**src/rtl/s1_arduino_tx.sv**
```systemverilog
// s1_arduino_tx: one-byte UART transmitter toward the Arduino sound module.
// Sends {3'b101, sel_memoria, nota} whenever the selected note changes while
// the link is active. Define S1_ARDUINO_TX_PARITY_EN for 8E1 frames
// (default build sends 8N1).
module s1_arduino_tx #(
   parameter int CLK_FREQ = 50_000_000,
   parameter int BAUD     = 9600
) (
   input  logic       clock,
   input  logic       reset,
   input  logic       activate,
   input  logic       sel_memoria,
   input  logic [3:0] nota_memoria,
   input  logic [3:0] nota_botoes,
   output logic       tx,
   output logic       ocupado,
   output logic [2:0] db_estado
);

   localparam int CLKS_PER_BIT = CLK_FREQ / BAUD;
   localparam int BAUD_W       = (CLKS_PER_BIT > 1) ? $clog2(CLKS_PER_BIT) : 1;
   localparam logic [BAUD_W-1:0] BAUD_LAST = BAUD_W'(CLKS_PER_BIT - 1);

   localparam logic [2:0] OCIOSO   = 3'd0;
   localparam logic [2:0] INICIO   = 3'd1;
   localparam logic [2:0] DADOS    = 3'd2;
`ifdef S1_ARDUINO_TX_PARITY_EN
   localparam logic [2:0] PARIDADE = 3'd3;
`endif
   localparam logic [2:0] FIM      = 3'd4;

   logic [2:0]        state;
   logic [7:0]        payload;
   logic [7:0]        ultimo;
   logic              valido;
   logic              pendente;
   logic [7:0]        shift;
   logic [3:0]        bitCnt;
   logic [BAUD_W-1:0] baudCnt;
   logic              bitEnd;
`ifdef S1_ARDUINO_TX_PARITY_EN
   logic              parityBit;
`endif

   assign payload   = {3'b101, sel_memoria, (sel_memoria ? nota_memoria : nota_botoes)};
   assign bitEnd    = (baudCnt == BAUD_LAST);
   assign ocupado   = (state != OCIOSO);
   assign db_estado = state;

   // Change detection: one-deep queue holding the newest payload.
   // A new change takes priority over the idle-state consume so it is never lost.
   always_ff @(posedge clock or negedge reset) begin
      if (!reset) begin
         ultimo   <= '0;
         valido   <= 1'b0;
         pendente <= 1'b0;
      end else if (!activate) begin
         valido   <= 1'b0;
         pendente <= 1'b0;
      end else if (!valido || (payload != ultimo)) begin
         ultimo   <= payload;
         valido   <= 1'b1;
         pendente <= 1'b1;
      end else if (state == OCIOSO) begin
         pendente <= 1'b0;
      end
   end

   // Frame sequencer: start, 8 data bits LSB first, optional parity, stop.
   always_ff @(posedge clock or negedge reset) begin
      if (!reset) begin
         state     <= OCIOSO;
         shift     <= '0;
         bitCnt    <= '0;
         baudCnt   <= '0;
`ifdef S1_ARDUINO_TX_PARITY_EN
         parityBit <= 1'b0;
`endif
      end else begin
         case (state)
            OCIOSO: begin
               baudCnt <= '0;
               bitCnt  <= '0;
               if (pendente) begin
                  shift     <= ultimo;
`ifdef S1_ARDUINO_TX_PARITY_EN
                  parityBit <= ^ultimo;
`endif
                  state     <= INICIO;
               end
            end
            INICIO: begin
               if (bitEnd) begin
                  baudCnt <= '0;
                  state   <= DADOS;
               end else begin
                  baudCnt <= baudCnt + 1'b1;
               end
            end
            DADOS: begin
               if (bitEnd) begin
                  baudCnt <= '0;
                  shift   <= {1'b0, shift[7:1]};
                  if (bitCnt == 4'd7) begin
                     bitCnt <= '0;
`ifdef S1_ARDUINO_TX_PARITY_EN
                     state  <= PARIDADE;
`else
                     state  <= FIM;
`endif
                  end else begin
                     bitCnt <= bitCnt + 1'b1;
                  end
               end else begin
                  baudCnt <= baudCnt + 1'b1;
               end
            end
`ifdef S1_ARDUINO_TX_PARITY_EN
            PARIDADE: begin
               if (bitEnd) begin
                  baudCnt <= '0;
                  state   <= FIM;
               end else begin
                  baudCnt <= baudCnt + 1'b1;
               end
            end
`endif
            FIM: begin
               if (bitEnd) begin
                  baudCnt <= '0;
                  state   <= OCIOSO;
               end else begin
                  baudCnt <= baudCnt + 1'b1;
               end
            end
            default: begin
               baudCnt <= '0;
               bitCnt  <= '0;
               state   <= OCIOSO;
            end
         endcase
      end
   end

   // Line level decoded from the current state; idle, stop and illegal states drive high.
   always_comb begin
      tx = 1'b1;
      case (state)
         INICIO:   tx = 1'b0;
         DADOS:    tx = shift[0];
`ifdef S1_ARDUINO_TX_PARITY_EN
         PARIDADE: tx = parityBit;
`endif
         default:  tx = 1'b1;
      endcase
   end

endmodule

```
**config.mk**
```make
export PLATFORM = sky130hd
export DESIGN_NAME = s1_arduino_tx
export DESIGN_NICKNAME = d
export VERILOG_FILES = /design/src/rtl/s1_arduino_tx.sv
export SDC_FILE = /design/constraint.sdc
export NUM_CORES = 1
export LEC_CHECK = 0
export BUFFER_PORTS_ARGS = -buffer_cell sky130_fd_sc_hd__buf_4
export CAP_MARGIN = 30
export CORE_UTILIZATION = 44
export DETAILED_ROUTE_END_ITERATION = 10
export HOLD_SLACK_MARGIN = 0.05
export PLACE_DENSITY = 0.69
export SLEW_MARGIN = 10
export SYNTH_ARGS = -nofsm -noshare
export SYNTH_HDL_FRONTEND = slang
export SYNTH_SLANG_ARGS = --single-unit
```
**constraint.sdc**
```tcl
create_clock -name clock -period 6.41 [get_ports clock]
set_clock_uncertainty 0.2 [all_clocks]
set_input_delay 0.3205 -clock clock [delete_from_list [all_inputs] [get_ports clock]]
set_output_delay 0.3205 -clock clock [all_outputs]
set_load 0.005 [all_outputs]
```
==> results of run 1 <==
[through the flow]
step	hold slack (ns)	power, uW	utilization (%)	instance area [um2]	instances
2_1_floorplan	-0.1751	397.6	-	1878	173
3_3_place_gp	0.09151	433.1	49.95	2027	231
3_5_place_dp	0.09767	440.1	49.95	2027	231
4_1_cts	0.1537	638.8	53.19	2158	241
5_1_grt	0.1505	666.4	53.19	2158	241
6_report	0.1565	632.4	53.19	2158	241
[worst max-delay path, delay by kind of cell, from the launching register on]
family	cells	cell delay [ns]
AND/OR/NAND/NOR	2	0.90
multiplexers	1	0.35
AO/OA/AOI/OAI	1	0.18
flip-flops	1	0.38
adder cells (fa/ha/maj)	1	0.22
[flip-flops by register name, summed over array words and instances, names as in the netlist]
name	count
bitCnt	4
valido	1
pendente	1
baudCnt	13
ultimo	6
db_estado	3
shift	8
[routing by layer]
metal	global-route usage, %	vias up	routed length, um	share of wire (%)
li1	-	649	-	-
met1	23.29	657	1703	47
met2	30.63	25	1768	49
met3	5.236	7	103	2.8
met4	8.511	0	55	1.5
met5	0	-	0	0
[layout make-up]
class	instances	area [um2]	share of cell area, %
repair buffers	18	140.1	6.493
multi-input cells	127	935.9	43.36
well taps	50	62.56	2.899
inverters	2	7.507	0.3478
clock buffers	5	68.82	3.188
clock inverters	3	42.54	1.971
flip-flops and latches	36	900.9	41.74
[how the worst max path moves through the flow]
stage               cells past startpoint  slack (ns)         to        from
floorplan                               5        4.28   shift[0]  baudCnt[0]
global placement                        5        4.18   shift[4]  baudCnt[0]
detailed placement                      5        4.09  bitCnt[0]  baudCnt[0]
CTS                                     5        4.08  bitCnt[0]  baudCnt[0]
global route                            5        3.94  bitCnt[0]  baudCnt[0]
finish                                  5        4.06  bitCnt[0]  baudCnt[0]
[power groups by stage]
stage	clock (uW)	sequential, uW	combinational (uW)
floorplan	0	278	120
global placement	0	291	143
detailed placement	0	293	147
CTS	201	289	148
global route	211	293	162
finish	195	290	148
[cells by family after synthesis]
family | synth area share [%]
DFF | 47.97
and+or+nand+nor | 19.52
buffers and inverters | 2.199
xor gates and xnor gates | 7.462
AOI/OAI and AO/OA | 9.860
muxes | 11.66
adders and majority gates | 1.332
[cell usage in the layout (no fill, tap or decap), drive strengths merged, types with 5 or more instances in the layout]
master / count
nand4: 5
nor2: 22
xor2: 7
xnor2: 9
mux2i: 5
mux2: 13
a21oi: 7
dfrtp: 36
buf: 16
nand3: 5
nand2: 10
clkbuf: 5
[repair_timing]
item / CTS / global route
buffers inserted: 0 / 0
endpoints found under the hold margin: 37 / 0
hold buffers: 2 / 0
==> results.txt, run 1 <==
Distinct cells, synth: 46
crit start category: register
dpl hpwl: 2556 um
CP max stage delay: 0.53 ns
Post-CTS Resized: 0
total negative slack: 0 ns
RSZ-0062 raised after global routing: false
global route overflow: 0
IO buf count: 16
final hold vios: 0
crit-path cells: ha_1, or4b_1, nor3_4, o22ai_1, mux2_1
most common cell in the netlist: dfrtp_1
share of the synthesized area in the top cell type: 47.97%
remaining antenna violation count after routing: 0
# fillers: 338
PwrDens: 293.0 nW/um2
# setup viols final: 0
Die Span Y: 67.33 um
FF-to-FF Start: baudCnt[0]
die width: 67.33 um
critical path's slowest cell: or4b_1
fin nets: 204
Total GRT Usage: 18.89%
CTS max path bufs: 2
Core Rows: 23
Psw: 179.6 uW
Pre-antenna DRT Iters: 4
dominant synthesized flop cell: dfrtp_1
Tcrit/Tclk final: 36.65%
CTS Root Cell: clkbuf_8
critical path class: reg -> reg
Core ar.: 4058 um2
max_cap viols: 0
Via-to-Cell Ratio: 5.552
syn_nets: 187
die area: 4533 um2
via count: 1338
Reg power frac: 45.8%
post-synthesis sequential area ratio: 47.97%
max-slew violations: 0
clock-pin slew of the registers on the worst-case setup and hold paths: 0.07 ns
hold path endpoint: ultimo[3]
Inserted Clock Buffers: 5
Data arrival, critical path: 2.32 ns
routed len/inst: 15.07 um
# DRC: 0
worst vdd ir: 0.0001568 V
hold_sp: nota_botoes[3]
initial antenna violation count: 0
Area Growth Syn to Fin: 14.92%
power share of the combinational group: 23.3%
Clk pwr share: 30.9%
Slew @ Worst Pin: 0.6137 ns
Ports: 17
syn_area_per_cell: 10.86 um2
Num Clock Sinks: 36
Register-to-Register Path Depth: 5
LEAKAGE: 0.0009502 uW
Synth Cell Area: 1878 um2
H-tree depth: 2
flop-to-flop setup slack: 4.06 ns
synthesis-stage register bit count: 36
Cell Int Power: 452.9 uW
yosys warns: 0
crit end category: register
fin crit period: 2.349 ns
area leader, netlist: dfrtp_1
worst setup margin: 4.061 ns
Diodes inserted: 0
CTS tree: built
reg-to-reg endpoint: bitCnt[0]
number of synthesized flops with an enable pin: 0
max_slew headroom: 59.09%
first-pass GRT wire length: 6230 um
Clk Latency, worst-skew pair: 0.28 ns
DRT iter0 DRCs: 108
vias in the first global route: 1368
asr flop ratio synth: 100.0%
Worst Hold Class: in -> reg
worst hold stages: 3
FMAX: 425.7 MHz
CP Max Fanout: 8
commonest cells in the netlist: dfrtp_1, nor2_1, nand2_1, xnor2_1
Routed WL: 3631 um
RD Place Congestion: 0.8165
Syn Inst Count: 173
top cells by area, synth: dfrtp_1, mux2_4, nor2_1
WP data required: 6.38 ns
pre-CTS setup slack: 4.087 ns
pin count of the biggest net entering global routing: 37
status: finished, final reports clean
switching share of power: 28.39%
Initial Utilization: 46.28%
fraction of layout cells with a size suffix above 1: 22.51%
Power figures use the tool's default switching activity.
==> inputs of run 2 (changes only) <==
--- a/config.mk
+++ b/config.mk
@@ -10,7 +10,7 @@
 export CORE_UTILIZATION = 44
 export DETAILED_ROUTE_END_ITERATION = 10
 export HOLD_SLACK_MARGIN = 0.05
-export PLACE_DENSITY = 0.69
+export PLACE_DENSITY = 0.71
 export SLEW_MARGIN = 10
 export SYNTH_ARGS = -nofsm -noshare
 export SYNTH_HDL_FRONTEND = slang
==> constraint.sdc (replaced) <==
create_clock -name clock -period 2.1 [get_ports clock]
set_clock_uncertainty 0.2 [all_clocks]
set_input_delay 0.105 -clock clock [delete_from_list [all_inputs] [get_ports clock]]
set_output_delay 0.105 -clock clock [all_outputs]
set_load 0.005 [all_outputs]
==> results.txt, run 2 (synthesis gave the netlist of run 1 again) <==
status: finished, final reports clean
Inserted Clock Buffers: 5
crit end category: register
RSZ-0062 raised after global routing: true
initial antenna violation count: 0
commonest non-fill, non-tap cell in the layout: dfrtp_1
Clk pwr share: 25.5%
Tcrit/Tclk final: 99.36%
Routed WL: 4077 um
CTS max path bufs: 2
max-slew violations: 0
Power Total: 1915 uW
CTS Root Cell: clkbuf_8
crit start category: register
pin count of the biggest net entering global routing: 37
worst vdd ir: 0.0004230 V
Diodes inserted: 0
CP Max Fanout: 6
Psw: 598.9 uW
first-pass GRT wire length: 6582 um
Total GRT Usage: 20.48%
global route overflow: 0
via count: 1438
Final Cell Area: 2356 um2
DP Cell Count: 242
Placed Area: 2116 um2
most frequent cells in the layout: dfrtp_1, buf_4, nor2_1, dlygate4sd3_1, nand2_1
Via-to-Cell Ratio: 5.468
Ports: 17
max reg flops: 13
dpl hpwl: 2634 um
RD Place Congestion: 0.8309
fin crit period: 2.087 ns
Core Rows: 23
biggest regs: baudCnt: 13 flops, shift: 8 flops, ultimo: 6 flops
LEAKAGE: 0.001055 uW
FMAX: 479.3 MHz
switching share of power: 31.27%
final hold vios: 0
fin nets: 226
routed len/inst: 15.50 um
Clk Latency, worst-skew pair: 0.30 ns
critical path class: reg -> reg
largest reg by FF count: baudCnt
Area Growth Syn to Fin: 25.45%
Worst Hold Class: in -> async
# fillers: 335
max_slew headroom: 62.87%
Initial Utilization: 46.28%
fraction of layout cells with a size suffix above 1: 28.17%
WP data required: 2.09 ns
Die Span Y: 67.33 um
Num Clock Sinks: 36
non-filler cells, final: 263
# DRC: 0
Pre-antenna DRT Iters: 4
vias in the first global route: 1414
IO buf count: 16
Cell Int Power: 1316 uW
DRT iter0 DRCs: 74
power share of the combinational group: 29.3%
H-tree depth: 2
remaining antenna violation count after routing: 0
# setup viols final: 0
PwrDens: 812.9 nW/um2
die area: 4533 um2
Core ar.: 4058 um2
clock-pin slew of the registers on the worst-case setup and hold paths: 0.08 ns
die width: 67.33 um
Slew @ Worst Pin: 0.5549 ns
Data arrival, critical path: 2.08 ns
CTS tree: built
Reg power frac: 45.3%
max_cap viols: 0
-- run 2: critical path: stages, from the launching register on --
cell and delay [ns]:
dfrtp_1 0.37, ha_2 0.18, or4b_4 0.50, nor3_4 0.22
buf_4 0.20, o31ai_1 0.07, a22o_1 0.25
-- run 2: routing by layer --
layer	wire length, um	GRT usage [%]
met1	1732	22.89
met2	2055	34.88
met3	163	5.912
met4	125	11.17
met5	0	0
-- run 2: power groups by stage --
stage	registers (uW)	logic (uW)	clock network (uW)
2_1_floorplan	849	369	0
3_3_place_gp	872	474	0
3_5_place_dp	879	496	0
4_1_cts	866	529	502
5_1_grt	880	616	527
6_report	867	561	488
-- run 2: worst paths after layout --
path / startpoint / to / slack (ns) / cells past startpoint
min: reset / bitCnt[1] / 0.09 / 2
max: baudCnt[0] / db_estado[1] / 0.01 / 6
max reg2reg: baudCnt[0] / db_estado[1] / 0.01 / 6
max in group asynchronous: reset / baudCnt[12] / 1.28 / 2
min reg2reg: baudCnt[0] / baudCnt[0] / 0.27 / 1
min in group clock: nota_memoria[3] / pendente / 0.09 / 4
-- run 2: area by class of cell --
class	instances	area [um2]	share of cell area, %
Timing Repair Buffer	39	320.3	13.60
Clock buffer	5	68.82	2.921
Clock inverter	3	18.77	0.7966
Sequential cell	36	900.9	38.24
Tap cell	50	62.56	2.655
Multi-Input combinational cell	128	977.2	41.48
Inverter	2	7.507	0.3186
-- run 2: metrics by stage --
step           setup slack [ns]  hold WS (ns)  TNS [ns]  utilization (%)
4_1_cts                -0.01453       0.09129  -0.02344            57.20
5_1_grt                -0.05905        0.1360   -0.2328            58.06
3_3_place_gp            0.03972       -0.1258         0            52.14
2_1_floorplan        0.00002087       -0.3906         0                -
3_5_place_dp           -0.07135       -0.1163   -0.6470            52.14
6_report                0.01347       0.08705         0            58.06
-- run 2: repair_timing --
| item | in CTS | in global routing |
|---|---|---|
| pin swaps | 0 | 1 |
| endpoints found under the setup margin | 15 | 24 |
| resized for setup | 1 | 3 |
| buffers inserted | 0 | 1 |
| hold buffers | 11 | 0 |
| gates cloned | 0 | 1 |
| endpoints found under the hold margin | 44 | 0 |
